[src/rtl/fetch_pkg.sv]
// ---------------------------------------------------------------------------
// fetch_pkg
// Shared constants and types for the instruction-fetch front end.
//   INSTR_W          : width of one VLIW bundle
//   PC_STEP          : fetch address increment per bundle
//   DEFAULT_RESET_PC : fetch address after reset
//   EXC_VECTOR       : exception vector, also used by the top-level PC select
//   fq_entry_t       : one bundle-queue entry {pc_next, instr}
// ---------------------------------------------------------------------------
package fetch_pkg;

  localparam int          INSTR_W          = 32;
  localparam logic [31:0] PC_STEP          = 32'd4;
  localparam logic [31:0] DEFAULT_RESET_PC = 32'd0;
  localparam logic [31:0] EXC_VECTOR       = 32'd60;

  // pc_next is the bundle address + 4, which is what IF/ID latches as the PC.
  typedef struct packed {
    logic [31:0]        pc_next;
    logic [INSTR_W-1:0] instr;
  } fq_entry_t;

endpackage

[src/rtl/fetch_fifo.sv]
// ---------------------------------------------------------------------------
// fetch_fifo
// Synchronous DEPTH-entry FIFO (DEPTH a power of two) with flush.
// Ports:
//   clk, reset (sync, active-low)
//   push/din   : write din when not full (or when full and popping)
//   pop/dout   : dout shows the head entry; pop advances when not empty
//   flush      : empties the FIFO, takes priority over push/pop
//   count      : current occupancy 0..DEPTH
//   full/empty : occupancy flags
// ---------------------------------------------------------------------------
module fetch_fifo #(
  parameter int WIDTH = 32,
  parameter int DEPTH = 4
) (
  input  logic                       clk,
  input  logic                       reset,
  input  logic                       push,
  input  logic                       pop,
  input  logic                       flush,
  input  logic [WIDTH-1:0]           din,
  output logic [WIDTH-1:0]           dout,
  output logic [$clog2(DEPTH+1)-1:0] count,
  output logic                       full,
  output logic                       empty
);

  localparam int PTR_W = $clog2(DEPTH);
  localparam int CNT_W = $clog2(DEPTH+1);
  localparam logic [PTR_W-1:0] PTR_ONE = 1;
  localparam logic [CNT_W-1:0] CNT_ONE = 1;

  logic [PTR_W-1:0] wr_ptr_q, wr_ptr_d;
  logic [PTR_W-1:0] rd_ptr_q, rd_ptr_d;
  logic [CNT_W-1:0] count_q, count_d;
  logic [WIDTH-1:0] mem_q [DEPTH];
  logic             do_push, do_pop;

  assign full    = (count_q == CNT_W'(DEPTH));
  assign empty   = (count_q == '0);
  assign do_pop  = pop && !empty;
  // A push into a full FIFO is legal when the same cycle pops.
  assign do_push = push && (!full || do_pop);

  always_comb begin
    // NOTE: every output of this block gets a default first, so no path
    // can leave one unassigned and infer a latch.
    wr_ptr_d = wr_ptr_q;
    rd_ptr_d = rd_ptr_q;
    count_d  = count_q;
    if (flush) begin
      wr_ptr_d = '0;
      rd_ptr_d = '0;
      count_d  = '0;
    end else begin
      if (do_push) wr_ptr_d = wr_ptr_q + PTR_ONE;
      if (do_pop)  rd_ptr_d = rd_ptr_q + PTR_ONE;
      case ({do_push, do_pop})
        2'b10:   count_d = count_q + CNT_ONE;
        2'b01:   count_d = count_q - CNT_ONE;
        default: ;
      endcase
    end
  end

  // NOTE: state flops use non-blocking assignments so every flop samples
  // the pre-edge values regardless of process ordering.
  always_ff @(posedge clk) begin
    if (!reset) begin
      wr_ptr_q <= '0;
      rd_ptr_q <= '0;
      count_q  <= '0;
    end else begin
      wr_ptr_q <= wr_ptr_d;
      rd_ptr_q <= rd_ptr_d;
      count_q  <= count_d;
    end
  end

  // NOTE: storage is deliberately not reset; occupancy is, and consumers
  // qualify dout with !empty.
  always_ff @(posedge clk) begin
    if (do_push && !flush) mem_q[wr_ptr_q] <= din;
  end

  assign dout  = mem_q[rd_ptr_q];
  assign count = count_q;

endmodule

[src/rtl/fetch_queue.sv]
// ---------------------------------------------------------------------------
// fetch_queue
// Instruction-fetch front end feeding the IF/ID register. Owns the fetch PC,
// issues pipelined imem requests under a credit limit, buffers returned
// bundles in order and presents them to decode with valid/ready. A redirect
// flushes the queue and drops every response still in flight.
// Ports:
//   clk, reset (sync, active-low)
//   redirect, redirect_pc      : restart fetch at {redirect_pc[31:2], 2'b00}
//   imem_req, imem_addr        : request out, accepted when imem_ready
//   imem_rvalid, imem_rdata    : in-order responses
//   dec_valid, dec_instr,
//   dec_pc, dec_ready          : bundle to decode, dec_pc = bundle addr + 4
// Build option:
//   FETCHQ_BYPASS_EN : a response arriving into an empty queue (and not being
//                      dropped) is presented to decode in the same cycle.
// ---------------------------------------------------------------------------
module fetch_queue
  import fetch_pkg::*;
#(
  parameter int          DEPTH    = 4,
  parameter logic [31:0] RESET_PC = DEFAULT_RESET_PC
) (
  input  logic        clk,
  input  logic        reset,
  input  logic        redirect,
  input  logic [31:0] redirect_pc,
  output logic        imem_req,
  output logic [31:0] imem_addr,
  input  logic        imem_ready,
  input  logic        imem_rvalid,
  input  logic [31:0] imem_rdata,
  output logic        dec_valid,
  output logic [31:0] dec_instr,
  output logic [31:0] dec_pc,
  input  logic        dec_ready
);

  localparam int CNT_W = $clog2(DEPTH+1);
  localparam logic [CNT_W-1:0] CNT_ONE = 1;

  logic [31:0]      fetch_pc_q, fetch_pc_d;
  logic [CNT_W-1:0] drop_q, drop_d;

  logic [CNT_W-1:0] q_count, inflight;
  logic             q_empty, a_empty;
  logic             unused_q_full, unused_a_full, unused_pc_lsbs;
  logic [CNT_W:0]   used;
  fq_entry_t        q_din, q_dout, dec_entry;
  logic [31:0]      a_dout;
  logic             accept, rsp_live, rsp_keep, q_push, q_pop;

  assign unused_pc_lsbs = ^redirect_pc[1:0];

  // Queue entries plus outstanding requests may never exceed DEPTH, which
  // is what guarantees every response has a free queue slot.
  assign used     = {1'b0, q_count} + {1'b0, inflight};
  assign imem_req = reset && !redirect && (used < (CNT_W+1)'(DEPTH));
  assign imem_addr = fetch_pc_q;
  assign accept   = imem_req && imem_ready;

  // A response with nothing outstanding is a protocol error and is ignored.
  assign rsp_live = imem_rvalid && !a_empty;
  // Old-stream responses (drop_q > 0) and any response in a redirect cycle
  // are discarded.
  assign rsp_keep = rsp_live && (drop_q == '0) && !redirect;

  assign q_din = '{pc_next: a_dout + PC_STEP, instr: imem_rdata};
  assign q_pop = dec_ready && !q_empty;

`ifdef FETCHQ_BYPASS_EN
  logic bypass_hit;
  assign bypass_hit = q_empty && rsp_keep;
  // A bypassed bundle that decode takes this cycle never enters the queue.
  assign q_push     = rsp_keep && !(bypass_hit && dec_ready);
  assign dec_valid  = !q_empty || bypass_hit;
`else
  assign q_push     = rsp_keep;
  assign dec_valid  = !q_empty;
`endif

  always_comb begin
    dec_entry = '0;
    if (!q_empty) dec_entry = q_dout;
`ifdef FETCHQ_BYPASS_EN
    else if (bypass_hit) dec_entry = q_din;
`endif
  end

  assign dec_instr = dec_entry.instr;
  assign dec_pc    = dec_entry.pc_next;

  always_comb begin
    fetch_pc_d = fetch_pc_q;
    drop_d     = drop_q;
    if (redirect) begin
      fetch_pc_d = {redirect_pc[31:2], 2'b00};
      // Everything still outstanding after this cycle belongs to the old
      // stream; drop_q <= inflight always, so this also covers redirects
      // that land while earlier drops are still pending.
      drop_d = inflight - (rsp_live ? CNT_ONE : '0);
    end else begin
      if (accept) fetch_pc_d = fetch_pc_q + PC_STEP;
      if (rsp_live && (drop_q != '0)) drop_d = drop_q - CNT_ONE;
    end
  end

  always_ff @(posedge clk) begin
    if (!reset) begin
      fetch_pc_q <= RESET_PC;
      drop_q     <= '0;
    end else begin
      fetch_pc_q <= fetch_pc_d;
      drop_q     <= drop_d;
    end
  end

  // Bundle queue.
  fetch_fifo #(.WIDTH($bits(fq_entry_t)), .DEPTH(DEPTH)) u_bundle_q (
    .clk   (clk),
    .reset (reset),
    .push  (q_push),
    .pop   (q_pop),
    .flush (redirect),
    .din   (q_din),
    .dout  (q_dout),
    .count (q_count),
    .full  (unused_q_full),
    .empty (q_empty)
  );

  // Request addresses in flight; its occupancy is the inflight counter.
  // Never flushed: dropped responses still retire their own entry.
  fetch_fifo #(.WIDTH(32), .DEPTH(DEPTH)) u_addr_q (
    .clk   (clk),
    .reset (reset),
    .push  (accept),
    .pop   (rsp_live),
    .flush (1'b0),
    .din   (fetch_pc_q),
    .dout  (a_dout),
    .count (inflight),
    .full  (unused_a_full),
    .empty (a_empty)
  );

endmodule

[config.mk]
export PLATFORM = sky130hd
export DESIGN_NAME = fetch_queue
export DESIGN_NICKNAME = d
export VERILOG_FILES = /design/src/rtl/fetch_pkg.sv /design/src/rtl/fetch_fifo.sv /design/src/rtl/fetch_queue.sv
export SDC_FILE = /design/constraint.sdc
export NUM_CORES = 1
export LEC_CHECK = 0
export ABC_AREA = 1
export CAP_MARGIN = 20
export CORE_AREA = 2 2 184 186
export CTS_CLUSTER_DIAMETER = 30
export CTS_CLUSTER_SIZE = 28
export DETAILED_ROUTE_END_ITERATION = 16
export DIE_AREA = 0 0 186 188
export GPL_ROUTABILITY_DRIVEN = 0
export GPL_TIMING_DRIVEN = 1
export PLACE_DENSITY = 0.88
export SLEW_MARGIN = 20
export SYNTH_ARGS = -nofsm -noshare
export SYNTH_HDL_FRONTEND = slang
export SYNTH_HIERARCHICAL = 1
export SYNTH_SLANG_ARGS = --single-unit
[constraint.sdc]
create_clock -name clk -period 6 [get_ports clk]
set_input_delay 1.2 -clock clk [delete_from_list [all_inputs] [get_ports clk]]
set_output_delay 1.2 -clock clk [all_outputs]
set_load 0.01 [all_outputs]
# Yosys cells after proc, flatten, opt, wreduce, memory -nomap -nowiden
# Memories as Yosys holds them, arrays and structs flattened. A register that Yosys moved wholly into a read port is not among the register bits.
# Cells that the tools add are included.
[word_totals]
mem_bits_rw = 384
romBits = 0
inputBits = 70
latchBits = 0
word_cells = 77
mem_count = 2
reg_bits = 49
[mem_list]
columns = ["memory", "depth", "width", "rd", "rd_ports_with_merged_regs", "write_ports", "line_no", "text"]
rows = [
  ["u_bundle_q.mem_q", 4, 64, 1, 1, 1, "fetch_fifo.sv:36", "logic [WIDTH-1:0] mem_q [DEPTH];"],
  ["u_addr_q.mem_q", 4, 32, 1, 1, 1, "fetch_fifo.sv:36", ""],
]
[op_classes]
multipliers = 0
addsub = 13
bitwise = 1
mux = 16
magnitude_cmp = 1
reduce_logical = 29
shift = 0
n_eq_ne = 6
div = 0
[ops]
columns = ["op", "count"]
rows = [
  ["$add A32 B3 Y32 const B", 2],
  ["$mux W32", 2],
  ["$mux W64", 1],
  ["$logic_and A1 B1 Y1", 13],
  ["$pmux W3 S2", 2],
  ["$logic_not A3 Y1", 3],
  ["$sub A3 B1 Y3 const B", 3],
  ["$add A2 B1 Y2 const B", 4],
  ["$mux W2", 4],
  ["$reduce_bool A2 Y1", 4],
  ["$add A3 B1 Y3 const B", 2],
  ["$eq A3 B3 Y1 const B", 2],
  ["$mux W3", 2],
  ["$logic_not A1 Y1", 5],
  ["$mux W1", 5],
  ["$add A3 B3 Y4", 1],
  ["$eq A2 B1 Y1 const B", 2],
  ["$eq A2 B2 Y1 const B", 2],
  ["$lt A4 B3 Y1 const B", 1],
  ["$reduce_bool A3 Y1", 1],
  ["$sub A3 B1 Y3", 1],
  ["$logic_or A1 B1 Y1", 2],
  ["$reduce_or A2 Y1", 1],
  ["$not A1 Y1", 1],
]

# Logic depth before layout (Yosys ltp)
# Gate-level depths: netlist of the first run.
[depth]
ltp_word = 9
mapped_depth = 14

# By module
# The synthesis of the first run kept the hierarchy.
[by_module_without_submodules]
columns = ["module", "area_per_inst_um2", "seq_area_each_um2", "cells_per_inst", "n_inst"]
rows = [
  ["fetch_fifo (u_bundle_q)", 9984.6, 7867.5, 688, 1],
  ["fetch_fifo (u_addr_q)", 5215.0, 4023.9, 379, 1],
  ["fetch_queue", 3756.1, 660.6, 707, 1],
]

# Worst setup path before layout of the first run
# No wires, ideal clock.
[synth_timing]
path_type = "input port to flip-flop"
start = "in redirect"
end = "mem u_bundle_q/mem_q[0][0] in the netlist's numbering (enable)"
t_arrival_ps = 5024
t_required_ps = 5513
n_path_buf = 2
cell_stages = 5
slack_ps = 489
setup_time_ps = 487
cell_sequence = "buf_2 -> buf_1 -> nor4_1 -> nand3_1 -> nor2_1"
[synth_between]
elab_chain_len = 6
[synth_rtl]
columns = ["item", "line_no", "text"]
rows = [
  ["from (decl)", "fetch_queue.sv:26", "input logic redirect,"],
  ["$logic_not A1 Y1", "fetch_queue.sv:66", "assign rsp_keep = rsp_live && (drop_q == '0) && !redirect;"],
  ["$logic_and A1 B1 Y1", "fetch_queue.sv:66", ""],
  ["net q_push", "fetch_queue.sv:51", "logic accept, rsp_live, rsp_keep, q_push, q_pop;"],
  ["$logic_and A1 B1 Y1", "fetch_fifo.sv:43", "assign do_push = push && (!full || do_pop);"],
  ["$logic_and A1 B1 Y1", "fetch_fifo.sv:83", "if (do_push && !flush) mem_q[wr_ptr_q] <= din;"],
  ["$mux W1", "fetch_fifo.sv:83", ""],
  ["$mux W1 (not written as such)", "fetch_fifo.sv:83", ""],
  ["to (decl)", "fetch_fifo.sv:36", ""],
]
# The timed path passes the listed nets, and every way through them passes these cells.

==> impl_metrics.ini, run 1 <==
[outcome]
status = complete, no violations

[critical_path]
r2r.worst_path.cells = 12
r2r_end = u_bundle_q/mem_q[1][52]
cp.required_ps = 4800
crit_arrival_ps = 3620
path_max_fanout = 66
r2r_slack_ps = 2070
end_kind = output port
path_class = flop to output port
cp-start-kind = flop

[flow_run]
drv_cap = 0

[min_path]
worstHoldPathCells = 1
hp-start = u_addr_q/rd_ptr_q[1]
hold_class = flop to flop

[clock_tree]
cts_setup_buffers = 0
cts.sinks = 435
ctsHtreeMaxLevel = 3
clock_latency_ps = 580
clk_path_buf_depth = 3
root_buffer = clkbuf_16
clk_pin_slew_ps = 60
cts_hold_buf = 0
ctsResizeCount = 0
numCtsBuffers = 75
cts_tree = yes

[synthesis]
ys_seq_area_frac = 0.662
yosys_warnings = 6
ys_ff_latch = 435
syn_inst = 1774
synth_area_um2 = 19000
synth_cell_type_count = 42
synth_area_per_cell_um2 = 10.7

[placement]
port_buffers = 163
dp_hpwl_um = 25200

[detailed_routing]
routed_wl_um = 46300
drtAntennaViolNets = 0
drt_pass1_iterations = 5
num_vias = 14400
via_per_inst = 5.85
drt-initial-drc-count = 1449
drc = 0
post_drt_wl_per_cell_um = 18.8

[timing]
worst_pin_slew_ps = 1100
setup_viol = 0
min_period_ps = 4820
hold_viol = 0
slew_violations = 0
slew-limit-headroom = 0.260
finClkSkew_ps = 27.8
tns_ps = 0
grt_setup_unrepaired = no
post-route-period-util = 0.804
clock.fmax_mhz = 207

[floorplan]
core_um2 = 33100
start_util = 0.572
dieArea_um2 = 35000
io_pins = 168
num_rows = 67
fp.dieH_um = 188
die_w_um = 186

[power_and_ir_drop]
leakagePower_nw = 8.45
power.total_w = 0.00783
power_density_nw_per_um2 = 334
vdd_ir_drop_max_uv = 211

[grt]
grt_pass1_vias = 14300
grt_max_degree = 67
grt_usage = 0.261
antenna_found_initial = 0
grt-ovfl-total = 0
grt_pass1_wl_um = 71500

[final_layout]
antenna_cells = 0
final_nets = 2046
register_area_um2 = 12600
multi_input_area_um2 = 5360
syn2layout_area_growth_pct = 23.5
drive_gt1_frac = 0.0966
nFillCells = 1982
==> cell type report <==
cell class	count	area share
well taps	448	0.0239
flip-flops and latches	435	0.536
clock inverters	58	0.0281
multi-input cells	1098	0.229
inverters	168	0.0271
clock buffers	79	0.0808
repair buffers	180	0.0751
==> worst max-delay path: stages, from the launching register on <==
cell and delay (ps):
dfxtp_4 770, clkinv_2 690, buf_4 510, nor2_1 220, o22ai_1 140, inv_1 90
nor2_1 40, clkdlybuf4s50_1 510
==> cell usage after synthesis <==
cell | instances | area, µm²
edfxtp_1 | 384 | 11500
nor2_1 | 348 | 1310
nand2_1 | 203 | 762
o21ai_0 | 161 | 806
inv_1 | 159 | 597
o22ai_1 | 96 | 601
o21ai_1 | 60 | 300
nand3_1 | 54 | 270
dfxtp_1 | 51 | 1020
clkbuf_1 | 39 | 146
a21oi_1 | 36 | 180
xor2_1 | 20 | 175
buf_6 | 16 | 180
ha_1 | 16 | 200
nand4_1 | 16 | 100
nor2_2 | 16 | 100
nor3_1 | 15 | 75.1
buf_2 | 12 | 60.1
xnor2_1 | 12 | 105
buf_4 | 11 | 82.6
inv_2 | 6 | 22.5
nand2_2 | 5 | 31.3
clkbuf_2 | 4 | 20.0
a211oi_1 | 3 | 22.5
a31oi_1 | 3 | 18.8
nand3_2 | 3 | 30.0
nor4_1 | 3 | 18.8
a21boi_0 | 2 | 15.0
and2_1 | 2 | 12.5
clkinv_1 | 2 | 7.51
fa_1 | 2 | 40.0
nand2_4 | 2 | 22.5
nor2_4 | 2 | 22.5
nor3_2 | 2 | 20.0
a21oi_2 | 1 | 8.76
buf_1 | 1 | 3.75
conb_1 | 1 | 3.75
inv_4 | 1 | 6.26
nand3b_1 | 1 | 7.51
nor3b_1 | 1 | 7.51
o221ai_1 | 1 | 8.76
or2_2 | 1 | 6.26
==> through the flow <==
| step | cell area (µm²) | utilization | setup slack [ps] | cells | hold WS (ps) |
|---|---|---|---|---|---|
| 5_1_grt | 23400 | 0.707 | 1020 | 2466 | 478 |
| 3_5_place_dp | 20900 | 0.630 | 1270 | 2329 | 448 |
| 2_1_floorplan | 19000 | - | 489 | 1784 | 418 |
| 6_report | 23400 | 0.707 | 1180 | 2466 | 457 |
| 4_1_cts | 23400 | 0.707 | 1220 | 2466 | 460 |
| 3_3_place_gp | 20900 | 0.630 | 1450 | 2329 | 436 |
==> worst max path at each step <==
stage                  start                      to  cells past startpoint
floorplan           redirect  u_bundle_q/mem_q[0][0]                      5
global placement    redirect  u_bundle_q/mem_q[3][2]                      6
detailed placement  redirect  u_bundle_q/mem_q[0][1]                      6
CTS                     flop            dec_instr[5]                      7
global route            flop           dec_instr[18]                      7
finish                  flop           dec_instr[24]                      7
==> routing by layer <==
layer  global-route usage  part of all wire
met1                0.322              0.37
met2                0.436              0.48
met3               0.0561              0.11
met4                0.126             0.038
met5                    0                 0
==> placed cells by master, fill, tap and decap left out, types with 36 or more instances in the layout <==
master           count
nand3_1             54
edfxtp_1           384
inv_1              158
a21oi_1             36
nor2_1             340
o21ai_0            161
nand2_1            203
clkbuf_16           75
o21ai_1             60
dfxtp_1             48
clkdlybuf4s50_1    163
o22ai_1             96
==> registers in the layout, indices dropped and copies added, names as in the netlist, named ones only <==
signal and flops:
u_bundle_q/mem_q 256, u_addr_q/mem_q 128, imem_addr 30, drop_q 3
u_addr_q/count 3, u_bundle_q/count 3, u_addr_q/rd_ptr_q 2, u_addr_q/wr_ptr_q 2
u_bundle_q/rd_ptr_q 2, u_bundle_q/wr_ptr_q 2
==> report_power, final <==
part	leakage (nW)	internal, W	switching [W]
Sequential	3.92	0.00331	0.0000412
Clock	1.22	0.00275	0.00150
Combinational	3.31	0.000101	0.000118
Total	8.45	0.00617	0.00166
==> kinds of logic after synthesis <==
kind of cell | count (synthesis) | share of synthesized area
flip-flops | 435 | 0.662
buffers and inverters | 251 | 0.0594
other | 1 | 0.000198
AND/OR/NAND/NOR | 674 | 0.147
adder cells (fa/ha/maj) | 18 | 0.0127
AO/OA/AOI/OAI | 363 | 0.103
XOR/XNOR | 32 | 0.0148
No activity file was read; power rests on OpenSTA's default activity.
==> inputs of run 2 (changes only) <==
==> constraint.sdc (replaced) <==
create_clock -name clk -period 4.9 [get_ports clk]
set_input_delay 0.98 -clock clk [delete_from_list [all_inputs] [get_ports clk]]
set_output_delay 0.98 -clock clk [all_outputs]
set_load 0.01 [all_outputs]
==> run 2 against run 1 <==
Worst setup slack got worse by 340 ps. Via count barely moved. Largest power group unchanged. Non-clock buffer count grew 6. Worst hold slack improved by 4.0 ps. Largest cell class unchanged. Register-to-register slack worse by 700 ps. Combinational power up 24%. Cell area increased by 0.63%.
==> impl_metrics.ini, run 2 (same netlist as run 1, synthesis figures left out) <==
[grt]
grt_pass1_wl_um = 73400
grt-ovfl-total = 0
grt_pass1_vias = 14500
grt_max_degree = 97
grt_usage = 0.267
antenna_found_initial = 1

[placement]
dp_hpwl_um = 25700
dp_cells = 2335
dpl_cell_area_um2 = 21000
port_buffers = 163

[outcome]
status = complete, no violations

[clock_tree]
cts_hold_buf = 0
clk_path_buf_depth = 3
ctsResizeCount = 0
root_buffer = clkbuf_16
numCtsBuffers = 71
clk_pin_slew_ps = 50
cts.sinks = 435
cts_tree = yes
ctsHtreeMaxLevel = 3
clock_latency_ps = 580
cts_setup_buffers = 0

[critical_path]
crit_end = dec_pc[9]
cp-start-kind = flop
r2r.worst_path.cells = 11
path_max_fanout = 65
r2r_end = u_bundle_q/mem_q[0][52]
path_class = flop to output port
end_kind = output port
cpPeakStageDelay_ps = 820
crit_chain = buf_4 -> o21ai_0 -> o22ai_1 -> inv_1 -> nor2_1 -> clkdlybuf4s50_1
cp.required_ps = 3920
crit_arrival_ps = 3080
cp_slowest_cell = dfxtp_4
r2r_slack_ps = 1370

[floorplan]
num_rows = 67
start_util = 0.572
dieArea_um2 = 35000
io_pins = 168
die_w_um = 186
core_um2 = 33100
fp.dieH_um = 188

[detailed_routing]
routed_wl_um = 47300
num_vias = 14400
drc = 0
drtAntennaViolNets = 0
drt_pass1_iterations = 5
via_per_inst = 5.84
drt-initial-drc-count = 1562
post_drt_wl_per_cell_um = 19.2

[final_layout]
drive_gt1_frac = 0.0961
largest_register_ffs = 256
final_nets = 2048
layout_common_cells = edfxtp_1 (384), nor2_1 (340), nand2_1 (203), clkdlybuf4s50_1 (163), o21ai_0 (161)
final_common_cell = edfxtp_1
top_register = u_bundle_q/mem_q
final_area_um2 = 23600
nFillCells = 1933
antenna_cells = 0
register_area_um2 = 12600
multi_input_area_um2 = 5360
syn2layout_area_growth_pct = 24.3
postLayoutCoreUtil = 0.712
final_cells = 2467

[timing]
finClkSkew_ps = 27.0
worst_pin_slew_ps = 969
setup_viol = 0
grt_setup_unrepaired = no
slew_violations = 0
clock.fmax_mhz = 246
hold_viol = 0
tns_ps = 0
slew-limit-headroom = 0.353
min_period_ps = 4060
post-route-period-util = 0.828

[power_and_ir_drop]
power.total_w = 0.00964
p_clk_frac = 0.546
p_comb_frac = 0.028
leakagePower_nw = 8.52
power_density_nw_per_um2 = 409
p_switching_w = 0.00205
vdd_ir_drop_max_uv = 257
p_int_w = 0.00759
switching_share = 0.213
p_seq_frac = 0.426

[min_path]
hold_class = flop to flop

[flow_run]
drv_cap = 0
## run 2: worst max-delay path, delay by kind of cell (launching register included)
kind                   cells  cell delay (ps)
buffers and inverters      3             1120
DFF                        1              820
AOI/OAI and AO/OA          2              370
and+or+nand+nor            1              180
## run 2: worst min-delay path by stage
stage / from / endpoint / slack, ps / cells after the start
detailed placement: u_addr_q/rd_ptr_q[1] / u_addr_q/rd_ptr_q[1] / 440 / 1
CTS: u_bundle_q/rd_ptr_q[0] / flop / 460 / 1
finish: u_bundle_q/rd_ptr_q[0] / flop / 460 / 1
global route: u_addr_q/rd_ptr_q[1] / u_addr_q/rd_ptr_q[1] / 480 / 1
global placement: u_addr_q/rd_ptr_q[1] / u_addr_q/rd_ptr_q[1] / 440 / 1
floorplan: u_addr_q/rd_ptr_q[1] / flop / 420 / 1
## run 2: per-stage QoR
step	hold slack [ps]	setup slack (ps)
after floorplan	418	-391
after global placement	436	1010
after detailed placement	441	910
after CTS	457	846
after global routing	479	694
final	461	840
## run 2: metal layers
| layer | global-route usage | up-vias | part of all wire |
|---|---|---|---|
| met5 | 0 | - | 0 |
| met3 | 0.0530 | 139 | 0.097 |
| met1 | 0.328 | 6822 | 0.37 |
| met2 | 0.460 | 944 | 0.50 |
| li1 | - | 6514 | - |
| met4 | 0.112 | 0 | 0.032 |
## run 2: cell type report
cell class	instances	share of cell area
multi-input combinational	1098	0.227
tap	448	0.0238
inverter	168	0.0269
clock buffer	78	0.0778
timing repair buffer	186	0.0797
sequential	435	0.533
clock inverter	54	0.0315
## run 2: power by group through the flow
stage	registers (W)	logic, W	clock network [W]
6_report	0.00411	0.000271	0.00526
3_5_place_dp	0.00418	0.000262	0
2_1_floorplan	0.00417	0.000123	0
5_1_grt	0.00411	0.000296	0.00546
3_3_place_gp	0.00417	0.000252	0
4_1_cts	0.00410	0.000267	0.00529
